File: src/rtl/pmem_arbiter_pkg.sv
// Shared types for the split-cache pmem arbiter: line/word widths, FSM state, requester id.
// Also holds the saturating-increment helper used by the optional statistics counters.
package pmem_arbiter_pkg;

  typedef logic [15:0]  lc3b_word;
  typedef logic [127:0] lc3b_data;

  typedef enum logic [1:0] {
    IDLE    = 2'd0,
    SERVE_I = 2'd1,
    SERVE_D = 2'd2
  } pmem_arb_state;

  typedef enum logic {
    ARB_I = 1'b0,
    ARB_D = 1'b1
  } pmem_arb_id;

  function automatic logic [15:0] sat_inc(input logic [15:0] v, input logic en);
    return (en && (v != 16'hFFFF)) ? v + 16'd1 : v;
  endfunction

endpackage

File: src/rtl/pmem_arb_fsm.sv
// Fairness FSM: grants one cache per transfer in IDLE, ties go to the port not granted last.
// Grant is combinational in IDLE; state/op registers change on the following edge.
// Waiting requesters are held off until pmem_resp returns the FSM to IDLE.
module pmem_arb_fsm
  import pmem_arbiter_pkg::*;
(
  input  logic          clk,
  input  logic          rst,
  input  logic          req_i,
  input  logic          req_d,
  input  logic          d_write,
  input  logic          pmem_resp,
  output pmem_arb_state state,
  output logic          grant_i,
  output logic          grant_d,
  output logic          op_write
);

  pmem_arb_state state_q, state_d;
  pmem_arb_id    last_grant_q, last_grant_d;
  logic          op_write_q, op_write_d;

  always_comb begin
    grant_i      = 1'b0;
    grant_d      = 1'b0;
    state_d      = state_q;
    last_grant_d = last_grant_q;
    op_write_d   = op_write_q;
    case (state_q)
      IDLE: begin
        if (req_i && req_d) begin
          grant_d = (last_grant_q == ARB_I);
          grant_i = (last_grant_q == ARB_D);
        end else begin
          grant_i = req_i;
          grant_d = req_d;
        end
        if (grant_i) begin
          state_d      = SERVE_I;
          last_grant_d = ARB_I;
        end else if (grant_d) begin
          state_d      = SERVE_D;
          last_grant_d = ARB_D;
          op_write_d   = d_write;  // write wins if read is also (illegally) high
        end
      end
      SERVE_I, SERVE_D: begin
        if (pmem_resp) state_d = IDLE;
      end
      default: state_d = IDLE;
    endcase
  end

  always_ff @(posedge clk or posedge rst) begin
    if (rst) begin
      state_q      <= IDLE;
      last_grant_q <= ARB_I;
      op_write_q   <= 1'b0;
    end else begin
      state_q      <= state_d;
      last_grant_q <= last_grant_d;
      op_write_q   <= op_write_d;
    end
  end

  assign state    = state_q;
  assign op_write = op_write_q;

endmodule

File: src/rtl/pmem_arbiter.sv
// Shares physical memory between I-cache and D-cache; optional counters under PMEM_ARB_STATS_EN.
// Command one cycle after grant; cache resp combinational with pmem_resp; one IDLE bubble between grants.
// A requester holds its request until resp; the loser of a tie waits for the current transfer.
module pmem_arbiter
  import pmem_arbiter_pkg::*;
(
  input  logic     clk,
  input  logic     rst,
  input  logic     i_pmem_read,
  input  lc3b_word i_pmem_address,
  output lc3b_data i_pmem_rdata,
  output logic     i_pmem_resp,
  input  logic     d_pmem_read,
  input  logic     d_pmem_write,
  input  lc3b_word d_pmem_address,
  input  lc3b_data d_pmem_wdata,
  output lc3b_data d_pmem_rdata,
  output logic     d_pmem_resp,
  output logic     pmem_read,
  output logic     pmem_write,
  output lc3b_word pmem_address,
  output lc3b_data pmem_wdata,
  input  lc3b_data pmem_rdata,
  input  logic     pmem_resp
`ifdef PMEM_ARB_STATS_EN
  ,
  output logic [15:0] i_grant_count,
  output logic [15:0] d_grant_count,
  output logic [15:0] conflict_count
`endif
);

  logic          req_i, req_d, grant_i, grant_d, op_write;
  pmem_arb_state state;
  lc3b_word      addr_q, addr_d;
  lc3b_data      wdata_q, wdata_d;

  assign req_i = i_pmem_read;
  assign req_d = d_pmem_read | d_pmem_write;

  pmem_arb_fsm u_fsm (
    .clk       (clk),
    .rst       (rst),
    .req_i     (req_i),
    .req_d     (req_d),
    .d_write   (d_pmem_write),
    .pmem_resp (pmem_resp),
    .state     (state),
    .grant_i   (grant_i),
    .grant_d   (grant_d),
    .op_write  (op_write)
  );

  // Latches only load on a grant, so inputs are ignored for the whole transfer.
  always_comb begin
    addr_d  = addr_q;
    wdata_d = wdata_q;
    if (grant_i) begin
      addr_d = i_pmem_address;
    end else if (grant_d) begin
      addr_d  = d_pmem_address;
      wdata_d = d_pmem_wdata;
    end
  end

  always_ff @(posedge clk or posedge rst) begin
    if (rst) begin
      addr_q  <= '0;
      wdata_q <= '0;
    end else begin
      addr_q  <= addr_d;
      wdata_q <= wdata_d;
    end
  end

  assign pmem_address = addr_q;
  assign pmem_wdata   = wdata_q;
  assign pmem_read    = (state == SERVE_I) || ((state == SERVE_D) && !op_write);
  assign pmem_write   = (state == SERVE_D) && op_write;
  assign i_pmem_resp  = (state == SERVE_I) && pmem_resp;
  assign d_pmem_resp  = (state == SERVE_D) && pmem_resp;
  assign i_pmem_rdata = pmem_rdata;
  assign d_pmem_rdata = pmem_rdata;

`ifdef PMEM_ARB_STATS_EN
  logic [15:0] i_cnt_q, i_cnt_d, d_cnt_q, d_cnt_d, conf_q, conf_d;
  logic        conflict;

  assign conflict = ((state == SERVE_I) && req_d) || ((state == SERVE_D) && req_i) ||
                    ((state == IDLE) && req_i && req_d);

  always_comb begin
    i_cnt_d = sat_inc(i_cnt_q, grant_i);
    d_cnt_d = sat_inc(d_cnt_q, grant_d);
    conf_d  = sat_inc(conf_q, conflict);
  end

  always_ff @(posedge clk or posedge rst) begin
    if (rst) begin
      i_cnt_q <= '0;
      d_cnt_q <= '0;
      conf_q  <= '0;
    end else begin
      i_cnt_q <= i_cnt_d;
      d_cnt_q <= d_cnt_d;
      conf_q  <= conf_d;
    end
  end

  assign i_grant_count  = i_cnt_q;
  assign d_grant_count  = d_cnt_q;
  assign conflict_count = conf_q;
`endif

endmodule
File: config.mk
export PLATFORM = sky130hd
export DESIGN_NAME = pmem_arbiter
export DESIGN_NICKNAME = d
export VERILOG_FILES = /design/src/rtl/pmem_arbiter_pkg.sv /design/src/rtl/pmem_arb_fsm.sv /design/src/rtl/pmem_arbiter.sv
export SDC_FILE = /design/constraint.sdc
export NUM_CORES = 1
export LEC_CHECK = 0
export ABC_AREA = 0
export CORE_AREA = 2 2 270 272
export DETAILED_ROUTE_END_ITERATION = 10
export DIE_AREA = 0 0 272 274
export DONT_BUFFER_PORTS = 1
export GPL_TIMING_DRIVEN = 0
export HOLD_SLACK_MARGIN = 0.05
export SYNTH_ARGS = -nofsm -noshare
export SYNTH_HDL_FRONTEND = slang
export SYNTH_HIERARCHICAL = 1
export SYNTH_SLANG_ARGS = --single-unit
File: constraint.sdc
create_clock -name clk -period 5.8 [get_ports clk]
set_input_delay 0.58 -clock clk [delete_from_list [all_inputs] [get_ports clk]]
set_output_delay 0.58 -clock clk [all_outputs]
set_load 0.01 [all_outputs]
======== Word level (Yosys, flattened, before mapping) ========
Cells that the tools add are included.
storage, ports and cells
  bits in registers ....................... 148
  bits of input ports ..................... 294
  output and inout bits ................... 404
  word-level logic and storage cells ...... 42
operators by class
  eq/ne operators ......................... 4
  muxes and demuxes ....................... 14
  bitwise logic cells ..................... 4
  reduce and logical (&&, ||, !) cells .... 15
operator list
  cell                                                                     count
  16-bit two-way mux                                                       2
  1-bit two-way mux                                                        8
  2-bit two-way mux                                                        3
  2-bit AND reduction                                                      3
  1-bit logical AND                                                        5
  2-bit case mux with 2 select lines                                       1
  2-bit nonzero test                                                       2
  3-bit by 1-bit inequality test with 1-bit output, second input constant  1
  1-bit NOT                                                                3
  3-bit AND reduction                                                      1
  2-bit by 1-bit == test with 1-bit output, second input constant          1
  2-bit == test, second input constant                                     1
  2-bit logical NOT                                                        1
  2-bit inequality test, second input constant                             1
  2-bit OR reduction                                                       1
  1-bit logical NOT                                                        1
  1-bit logical OR                                                         1
  1-bit OR                                                                 1

======== Longest topological paths before layout ========
Gate-level depths: netlist of run 1.
  word-level depth ........................ 7
  mapped depth ............................ 9
  mapped depth without buffers ............ 6

======== Hierarchy ========
The synthesis of run 1 kept the hierarchy.
modules (own cells, without submodules)
  module        instances  cells an instance  area an instance (µm²)  sequential area each (µm²)
  pmem_arbiter  1          606                7,983.9                 3,603.5
  pmem_arb_fsm  1          22                 226.5                   100.1

======== Worst setup path before layout of run 1 ========
OpenSTA, ideal clock, no wires.
  kind .................................... input port to flip-flop
  start point ............................. in d_pmem_write
  end point ............................... reg wdata_q[0] (netlist: pmem_wdata[0])
  setup time .............................. 125 ps
  data arrival time ....................... 2,037 ps
  data required time ...................... 5,675 ps
  setup slack ............................. 3,638 ps
  stages on the path ...................... 6
  buffers on the path ..................... 2
  path through ............................ or2_2 -> a21oi_1 -> nor2b_4 -> buf_12 -> buf_12 -> mux2_4
on the way
  cells in the longest elaborated chain, start to end .. 7
  elaborated cells between the ends (all ways) .. 10
  classes of those cells .................. mux: 6; bitwise: 2; reduce/logical: 2
RTL lines
  what                                  RTL line            source
  start: declaration                    pmem_arbiter.sv:14  input logic d_pmem_write,
  1-bit OR                              pmem_arbiter.sv:39  assign req_d = d_pmem_read | d_pmem_write;
  1-bit logical AND                     pmem_arb_fsm.sv:31  if (req_i && req_d) begin
  1-bit two-way mux                     pmem_arb_fsm.sv:31
  1-bit two-way mux (2 in a row)        pmem_arb_fsm.sv:29  case (state_q)
  via grant_i                           pmem_arbiter.sv:33  logic req_i, req_d, grant_i, grant_d, op_write;
  1-bit NOT (no source line)            -
  2-bit AND reduction (no source line)  -
  end signal: assignment                pmem_arbiter.sv:72  wdata_q <= wdata_d;
  end: declaration                      pmem_arbiter.sv:36  lc3b_data wdata_q, wdata_d;
The timed path passes the listed nets, and every way through them passes these cells. The select of a mux whose other input is x is not followed.
A chain may end at the register's enable or synchronous reset.

======== Worst setup path after layout of run 1 ========
  start point ............................. reg u_fsm.state_q[0] (netlist: u_fsm/state[0])
  end point ............................... reg wdata_q[58] (netlist: pmem_wdata[58])
on the way
  elaborated cells between the ends (all ways) .. 5
  classes of those cells .................. mux: 2; bitwise: 1; reduce/logical: 2
RTL lines
  what                                  RTL line            source
  start: declaration                    pmem_arb_fsm.sv:19  pmem_arb_state state_q, state_d;
  start signal: assignment              pmem_arb_fsm.sv:60  state_q <= state_d;
  2-bit logical NOT                     pmem_arb_fsm.sv:29
  1-bit two-way mux                     pmem_arb_fsm.sv:29
  via grant_d                           pmem_arbiter.sv:33
  2-bit AND reduction (no source line)  -
The timed path passes the listed nets, and every way through them passes these cells.

==> out/summary.txt, run 1 <==
===========================================================================================
Status                                                                         finished, final reports clean
Endpoint, Worst Hold                                                           pmem_address[13]
Wire length of the first global-routing pass                                       30500 um
Number of nets in the final layout                                                      944
Yosys reg bits                                                                          148
Slew Limit Headroom                                                                   55.1%
Die Span Y                                                                           274 um
Summed instance area of the synthesized netlist                                    8210 um2
Top achievable clock speed                                                          429 MHz
Final-report setup violation count                                                        0
Worst flop-to-flop path startpoint                                             u_fsm/state[0]
Aggregate global-route resource usage                                                 5.81%
Final RePlAce weighted congestion                                                     0.846
Worst-case clock buffer depth                                                             2
Post-DR vias/cell                                                                      2.72
# DRC                                                                                     0
Final Cycle Share                                                                     40.2%
Leftover overflow at the end of global routing                                            0
Critical path type                                                             flop to flop
Peak ir drop on the vdd network                                                    0.179 mV
Largest net degree at the start of global routing                                        87
Total negative setup slack                                                             0 ps
Critical path fanouts, max                                                               10
Cell depth of the worst hold path                                                         2
Gates resized, CTS repair                                                                 0
Slack of the worst reg-to-reg path                                                  3470 ps
Final Max Tran Viols                                                                      0
CP arrival                                                                          2680 ps
Layer with the highest usage                                                           met2
Dpl cells                                                                              1588
TritonCTS clock tree                                                                    yes
Depth of the worst register-to-register path                                              9
Total power density per cell area                                                527 nW/um2
Chip Width                                                                           272 um
Starting density of the core                                                          11.4%
Clock H-tree levels                                                                       4
Per-instance average area after synthesis                                          13.1 um2
Number of non-filler instances in the completed layout                                 1626
Type of destination of the critical path                                               flop
Number of instances in the synthesized netlist                                          628
Insertion delay of the later-clocked pin in the worst-skew pair                      470 ps
Worst min-delay path startpoint                                                i_pmem_address[13]
Fraction of layout instances using a drive strength above 1                           65.8%
Destination of the worst register-to-register timing path                      pmem_wdata[58]
Period minus WS final                                                               2330 ps
Data required time at the worst endpoint                                            6150 ps
Port Buffer Count                                                                         0
Number of antenna violations at the first check in global routing                         8
Clk root buf                                                                   sky130_fd_sc_hd__clkbuf_16
FF+latch area                                                                      3700 um2
RSZ-0062 raised after global routing                                                  false
Count of final hold-check violations                                                      0
Min-Delay Path Class                                                           primary input to flop
Core ar.                                                                          72000 um2
Met2 Resource Use GR                                                                  10.2%
Row cnt                                                                                  99
Number of design-rule violations left by the first detailed-router iteration             79
Max capacitance violation total                                                           0
Warnings from Yosys                                                                       6
Total power consumption of the routed design                                        5.28 mW
Met1 demand-to-capacity share in global routing                                       5.32%
DPL Wire Length                                                                    18500 um
Pre-CTS setup slack                                                                 3310 ps
Number of search-and-repair iterations in the first detailed-routing pass                 4
Number of sinks driven by the clock tree                                                148
Synthesized Nets                                                                        923
Number of setup buffers added after CTS                                                   0
Clock slew seen by the registers of the worst setup and hold paths                    70 ps
Area enclosed by the die boundary                                                 74500 um2
Post-DR wirelength/cell                                                             14.3 um
Startpoint kind of the worst setup timing path                                         flop
Utilization of the core after routing                                                 13.9%
FILL cells                                                                             8040
Number of buffers created by CTS                                                         17
Multi-input logic area                                                             2280 um2
Post-route clock skew                                                               10.8 ps
Leak                                                                                4.42 nW
Distinct cell type count of the synthesized netlist                                      24
Number of vias in the routed layout                                                    4420
Global routing usage on met3                                                          2.33%
Area growth from synthesis to final layout                                            22.0%
Count of pins on the block boundary                                                     698
Vias in the first global route                                                         4432
Count of nets left with antenna violations after detail routing                           0
Sequential cell area fraction in the yosys report                                     45.1%
Tightest Pin Transition                                                              674 ps
Final worst setup slack                                                             3470 ps
Total routed wirelength                                                            23200 um
===========================================================================================
power by group:
part	switching, mW	internal, mW
Clock	0.508	0.598
Combinational	0.706	1.19
Sequential	0.696	1.58
layer usage:
layer,vias up,routed length (um),share of wire [%]
met2,364,12500,54
li1,1854,-,-
met3,39,2290,9.9
met4,2,1110,4.8
met1,2161,7330,32
met5,-,13,0.056
synthesized netlist by cell type:
cell type / n / share of area, %
sky130_fd_sc_hd__a21o_1: 2 / 0.18
sky130_fd_sc_hd__a21oi_1: 3 / 0.18
sky130_fd_sc_hd__a21oi_4: 1 / 0.20
sky130_fd_sc_hd__buf_12: 11 / 2.7
sky130_fd_sc_hd__buf_2: 1 / 0.061
sky130_fd_sc_hd__buf_4: 256 / 23
sky130_fd_sc_hd__buf_6: 4 / 0.55
sky130_fd_sc_hd__clkbuf_1: 3 / 0.14
sky130_fd_sc_hd__dfrtp_1: 148 / 45
sky130_fd_sc_hd__ha_1: 1 / 0.15
sky130_fd_sc_hd__inv_1: 7 / 0.32
sky130_fd_sc_hd__mux2_1: 1 / 0.14
sky130_fd_sc_hd__mux2_2: 27 / 3.7
sky130_fd_sc_hd__mux2_4: 101 / 18
sky130_fd_sc_hd__mux2i_1: 16 / 2.0
sky130_fd_sc_hd__nand2_1: 17 / 0.78
sky130_fd_sc_hd__nand2_2: 1 / 0.076
sky130_fd_sc_hd__nand2b_1: 4 / 0.30
sky130_fd_sc_hd__nor2_1: 3 / 0.14
sky130_fd_sc_hd__nor2b_4: 1 / 0.17
sky130_fd_sc_hd__o21ai_0: 17 / 1.0
sky130_fd_sc_hd__o21bai_1: 1 / 0.091
sky130_fd_sc_hd__or2_2: 1 / 0.076
sky130_fd_sc_hd__or2b_1: 1 / 0.091
what timing repair did:
action,in CTS,in global routing
setup endpoints to repair,0,0
hold buffers,1,0
hold endpoints to repair,38,0
cell type report:
class                           instances  share of cell area, %
Clock buffer                           20                   4.46
Inverter                                7                  0.312
Timing Repair Buffer                    2                  0.375
Multi-Input combinational cell        198                   22.7
Buffer                                275                   22.0
Antenna cell                            6                  0.150
Tap cell                              959                   12.0
Clock inverter                         11                   1.02
Sequential cell                       148                   37.0
critical path, cell delays in order (launching register included):
cell and delay [ps]:
sky130_fd_sc_hd__dfrtp_1 400, sky130_fd_sc_hd__inv_1 90, sky130_fd_sc_hd__ha_1 240, sky130_fd_sc_hd__nand2_2 90, sky130_fd_sc_hd__a21oi_4 180, sky130_fd_sc_hd__buf_6 190
sky130_fd_sc_hd__nor2b_4 250, sky130_fd_sc_hd__buf_6 210, sky130_fd_sc_hd__buf_6 190, sky130_fd_sc_hd__mux2_2 350
cell families (layout without fill, tap and decap cells):
family | Yosys count | in the layout | synth area share, %
compound gates | 24 | 24 | 1.69
fa+ha+maj | 1 | 1 | 0.152
buf+inv | 282 | 315 | 27.2
flops | 148 | 148 | 45.1
mux | 145 | 145 | 24.3
other cells | 0 | 6 | 0
simple gates | 28 | 28 | 1.63
worst max path at each step:
stage | startpoint | end | slack, ps | depth (start not counted)
6_report | u_fsm/state[0] | pmem_wdata[58] | 3470 | 9
3_5_place_dp | d_pmem_write | pmem_wdata[25] | 3310 | 6
2_1_floorplan | rst | pmem_address[0] | 1350 | 1
3_3_place_gp | rst | pmem_wdata[69] | -590 | 1
4_1_cts | u_fsm/state[0] | pmem_wdata[26] | 3370 | 9
5_1_grt | u_fsm/state[0] | pmem_wdata[26] | 3300 | 9
placed cells by master (no fill, tap or decap):
cell type,synthesis,final
sky130_fd_sc_hd__clkinvlp_4,0,6
sky130_fd_sc_hd__buf_16,0,1
sky130_fd_sc_hd__nor2_1,3,3
sky130_fd_sc_hd__dlygate4sd3_1,0,1
sky130_fd_sc_hd__buf_2,1,1
sky130_fd_sc_hd__nand2_1,17,17
sky130_fd_sc_hd__clkbuf_1,3,5
sky130_fd_sc_hd__buf_6,4,4
sky130_fd_sc_hd__mux2_2,27,27
sky130_fd_sc_hd__buf_12,11,11
sky130_fd_sc_hd__o21bai_1,1,1
sky130_fd_sc_hd__a21oi_4,1,1
sky130_fd_sc_hd__a21oi_1,3,3
sky130_fd_sc_hd__inv_6,0,3
sky130_fd_sc_hd__ha_1,1,1
sky130_fd_sc_hd__bufinv_16,0,1
sky130_fd_sc_hd__buf_4,256,256
sky130_fd_sc_hd__clkinv_2,0,2
sky130_fd_sc_hd__mux2_4,101,101
sky130_fd_sc_hd__nand2_2,1,1
sky130_fd_sc_hd__or2b_1,1,1
sky130_fd_sc_hd__or2_2,1,1
sky130_fd_sc_hd__o21ai_0,17,17
sky130_fd_sc_hd__dfrtp_1,148,148
sky130_fd_sc_hd__mux2i_1,16,16
sky130_fd_sc_hd__diode_2,0,6
sky130_fd_sc_hd__clkbuf_16,0,17
sky130_fd_sc_hd__a21o_1,2,2
sky130_fd_sc_hd__mux2_1,1,1
sky130_fd_sc_hd__nand2b_1,4,4
sky130_fd_sc_hd__inv_1,7,6
sky130_fd_sc_hd__clkbuf_8,0,1
sky130_fd_sc_hd__nor2b_4,1,1
registers in the layout (all words and copies together) (netlist names):
signal / cells
u_fsm/op_write: 1
pmem_address: 16
pmem_wdata: 128
u_fsm/last_grant_q: 1
u_fsm/state: 2
through the flow:
stage,area [um2],hold WS (ps)
floorplan,8210,346
global placement,9410,366
detailed placement,9440,372
CTS,10000,157
global route,10000,190
finish,10000,226
(Power assumes the default switching activity.)
==> run 2, diff against run 1 <==
clock period = 2.2 ns   (was 5.8 ns; I/O delays follow)
==> out/summary.txt, run 2 (synthesis results as in run 1) <==
===========================================================================================
Number of antenna violations at the first check in global routing                         3   was 8
Tightest Pin Transition                                                              696 ps   was 674 ps
Fraction of layout instances using a drive strength above 1                           54.3%   was 65.8%
Vias in the first global route                                                         5508   was 4432
CP Buf/Inv Count                                                                          4   unchanged
Number of vias in the routed layout                                                    5119   was 4420
Family with the most delay on the worst path                                   buffers and inverters   unchanged
Aggregate global-route resource usage                                                 6.59%   was 5.81%
Number of sinks driven by the clock tree                                                148   unchanged
Share of total power consumed by net switching                                        36.6%   was 36.2%
Top achievable clock speed                                                          471 MHz   was 429 MHz
Count of final hold-check violations                                                      0   unchanged
Type of destination of the critical path                                               flop   unchanged
Placed inst area                                                                   9480 um2   was 9440 um2
Clk root buf                                                                   sky130_fd_sc_hd__clkbuf_16   unchanged
Die Span Y                                                                           274 um   unchanged
Leftover overflow at the end of global routing                                            0   unchanged
DPL Wire Length                                                                    18700 um   was 18500 um
# DRC                                                                                     0   unchanged
Data required time at the worst endpoint                                            2550 ps   was 6150 ps
Area enclosed by the die boundary                                                 74500 um2   unchanged
Core ar.                                                                          72000 um2   unchanged
Critical path type                                                             flop to flop   unchanged
Final Cycle Share                                                                     96.4%   was 40.2%
Worst-case clock buffer depth                                                             2   unchanged
Row cnt                                                                                  99   unchanged
Status                                                                         finished, final reports clean   unchanged
Number of buffers created by CTS                                                         17   unchanged
Number of nets in the final layout                                                     1122   was 944
Largest register FFs                                                                    128   unchanged
Final Max Tran Viols                                                                      0   unchanged
Clock H-tree levels                                                                       4   unchanged
Pint                                                                                9.44 mW   was 3.37 mW
Most common cell after layout, fill and taps aside                             sky130_fd_sc_hd__buf_4   unchanged
Portion of total power attributed to combinational logic                              39.1%   was 35.9%
Slew Limit Headroom                                                                   53.5%   was 55.1%
Critical Path Max Stage Delay                                                        410 ps   was 400 ps
Library cell contributing the largest single delay on the critical path        sky130_fd_sc_hd__dfrtp_1   unchanged
Total negative setup slack                                                             0 ps   unchanged
Total power density per cell area                                               1250 nW/um2   was 527 nW/um2
Chip Width                                                                           272 um   unchanged
Clock slew seen by the registers of the worst setup and hold paths                    70 ps   about the same
Startpoint kind of the worst setup timing path                                         flop   unchanged
Final-report setup violation count                                                        0   unchanged
Relative contribution of the clock network to total power                             20.4%   was 21.0%
TritonCTS clock tree                                                                    yes   unchanged
Number of search-and-repair iterations in the first detailed-routing pass                 4   unchanged
Area growth from synthesis to final layout                                            45.2%   was 22.0%
Worst flop-to-flop path startpoint                                             u_fsm/state[0]   unchanged
Utilization of the core after routing                                                 16.6%   was 13.9%
Max capacitance violation total                                                           0   unchanged
Post-route clock skew                                                               8.77 ps   was 10.8 ps
Critical path fanouts, max                                                                5   was 10
Post-DR vias/cell                                                                      2.84   was 2.72
Layout Cell Area excl Fill                                                        11900 um2   was 10000 um2
Critical-path cell list                                                        inv_2, ha_4, nand2_2, a21oi_4, buf_8, nor2b_4, buf_12, bufbuf_16, mux2_4   was inv_1, ha_1, nand2_2, a21oi_4, buf_6, nor2b_4, buf_6, buf_6, mux2_2
Number of design-rule violations left by the first detailed-router iteration            111   was 79
Reg power frac                                                                        40.5%   was 43.1%
Port Buffer Count                                                                         0   unchanged
Slack of the worst reg-to-reg path                                                    80 ps   was 3470 ps
Wire length of the first global-routing pass                                       34900 um   was 30500 um
Post-DR wirelength/cell                                                             14.5 um   was 14.3 um
Start point of the critical path                                               u_fsm/state[0]   unchanged
Total routed wirelength                                                            26200 um   was 23200 um
RSZ-0062 raised after global routing                                                  false   unchanged
CP arrival                                                                          2470 ps   was 2680 ps
Peak ir drop on the vdd network                                                    0.617 mV   was 0.179 mV
Largest net degree at the start of global routing                                        45   was 87
Min-Delay Path Class                                                           primary input to asynchronous set/reset pin   was primary input to flop
Count of pins on the block boundary                                                     698   unchanged
Switching power of the nets                                                         5.46 mW   was 1.91 mW
Commonest non-fill, non-tap cells in the layout                                263 x sky130_fd_sc_hd__buf_4, 165 x sky130_fd_sc_hd__dlygate4sd3_1, 148 x sky130_fd_sc_hd__dfrtp_1   was 256 x sky130_fd_sc_hd__buf_4, 148 x sky130_fd_sc_hd__dfrtp_1, 101 x sky130_fd_sc_hd__mux2_4
Period minus WS final                                                               2120 ps   was 2330 ps
Insertion delay of the later-clocked pin in the worst-skew pair                      470 ps   about the same
Starting density of the core                                                          11.4%   unchanged
Final RePlAce weighted congestion                                                     0.872   was 0.846
Count of nets left with antenna violations after detail routing                           0   unchanged
Leak                                                                                5.25 nW   was 4.42 nW
===========================================================================================
run 2: changes by cell type in the layout (fill, tap and decap cells not counted), sizes merged:
cell / change
buf: +13
clkinv: +1
dlygate4sd3: +164
clkinvlp: -4
bufbuf: +1
clkbuf: -3
diode: -4
inv: +7
run 2: timing repair:
| item | 4_1_cts | 5_1_grt |
|---|---|---|
| hold buffers | 165 | 0 |
| resized for setup | 10 | 0 |
| gates cloned | 2 | 0 |
| endpoints found under the setup margin | 132 | 50 |
| pin swaps | 1 | 0 |
| setup buffers | 8 | 3 |
| hold endpoints to repair | 178 | 0 |
run 2: worst paths after layout:
path                            cells past startpoint                  to
worst min-delay path                                2      u_fsm/state[0]
max in group asynchronous                           4      pmem_wdata[60]
worst max register to register                      9     pmem_wdata[106]
worst max-delay path                                9     pmem_wdata[106]
worst min register to register                      1      u_fsm/op_write
min in group clk                                    3  u_fsm/last_grant_q
run 2: per-layer routing:
metal  vias to the layer above  track usage (%)  share of wire, %
met2                       381             11.8                53
met1                      2478             5.96                32
met4                         2             4.54               4.9
li1                       2208                -                 -
met5                         -                0             0.061
met3                        50             2.97               9.6
run 2: power by group through the flow:
| stage | sequential, mW | clock [mW] | combinational (mW) |
|---|---|---|---|
| 2_1_floorplan | 5.54 | 0 | 4.38 |
| 3_3_place_gp | 6.03 | 0 | 4.99 |
| 3_5_place_dp | 6.06 | 0 | 5.17 |
| 4_1_cts | 6.04 | 3.24 | 5.90 |
| 5_1_grt | 6.20 | 3.35 | 6.21 |
| 6_report | 6.04 | 3.04 | 5.82 |
run 2: final cells by class:
class                           instances  area (um2)
Clock buffer                           17         425
Buffer                                275        2220
Fill cell                            7834       60000
Sequential cell                       148        3700
Tap cell                              959        1200
Multi-Input combinational cell        198        2300
Clock inverter                         15         158
Inverter                                7        30.0
Timing Repair Buffer                  180        1880
Antenna cell                            2        5.00
run 2: worst reg2reg max path: cells and delay by family, from the launching register on:
kind,cells,cell delay (ps)
flip-flops,1,410
adder cells (fa/ha/maj),1,150
buffers and inverters,4,690
AND/OR/NAND/NOR,2,300
multiplexers,1,300
AO/OA/AOI/OAI,1,150
run 2: through the flow:
step,hold slack (ps),setup WS [ps],std cells,power [mW]
floorplan,-13.9,175,628,9.92
global placement,3.33,-804,1587,11.0
detailed placement,7.42,-182,1590,11.2
CTS,54.9,0.223,1797,15.2
global route,99.5,13.1,1801,15.8
finish,146,78.3,1801,14.9
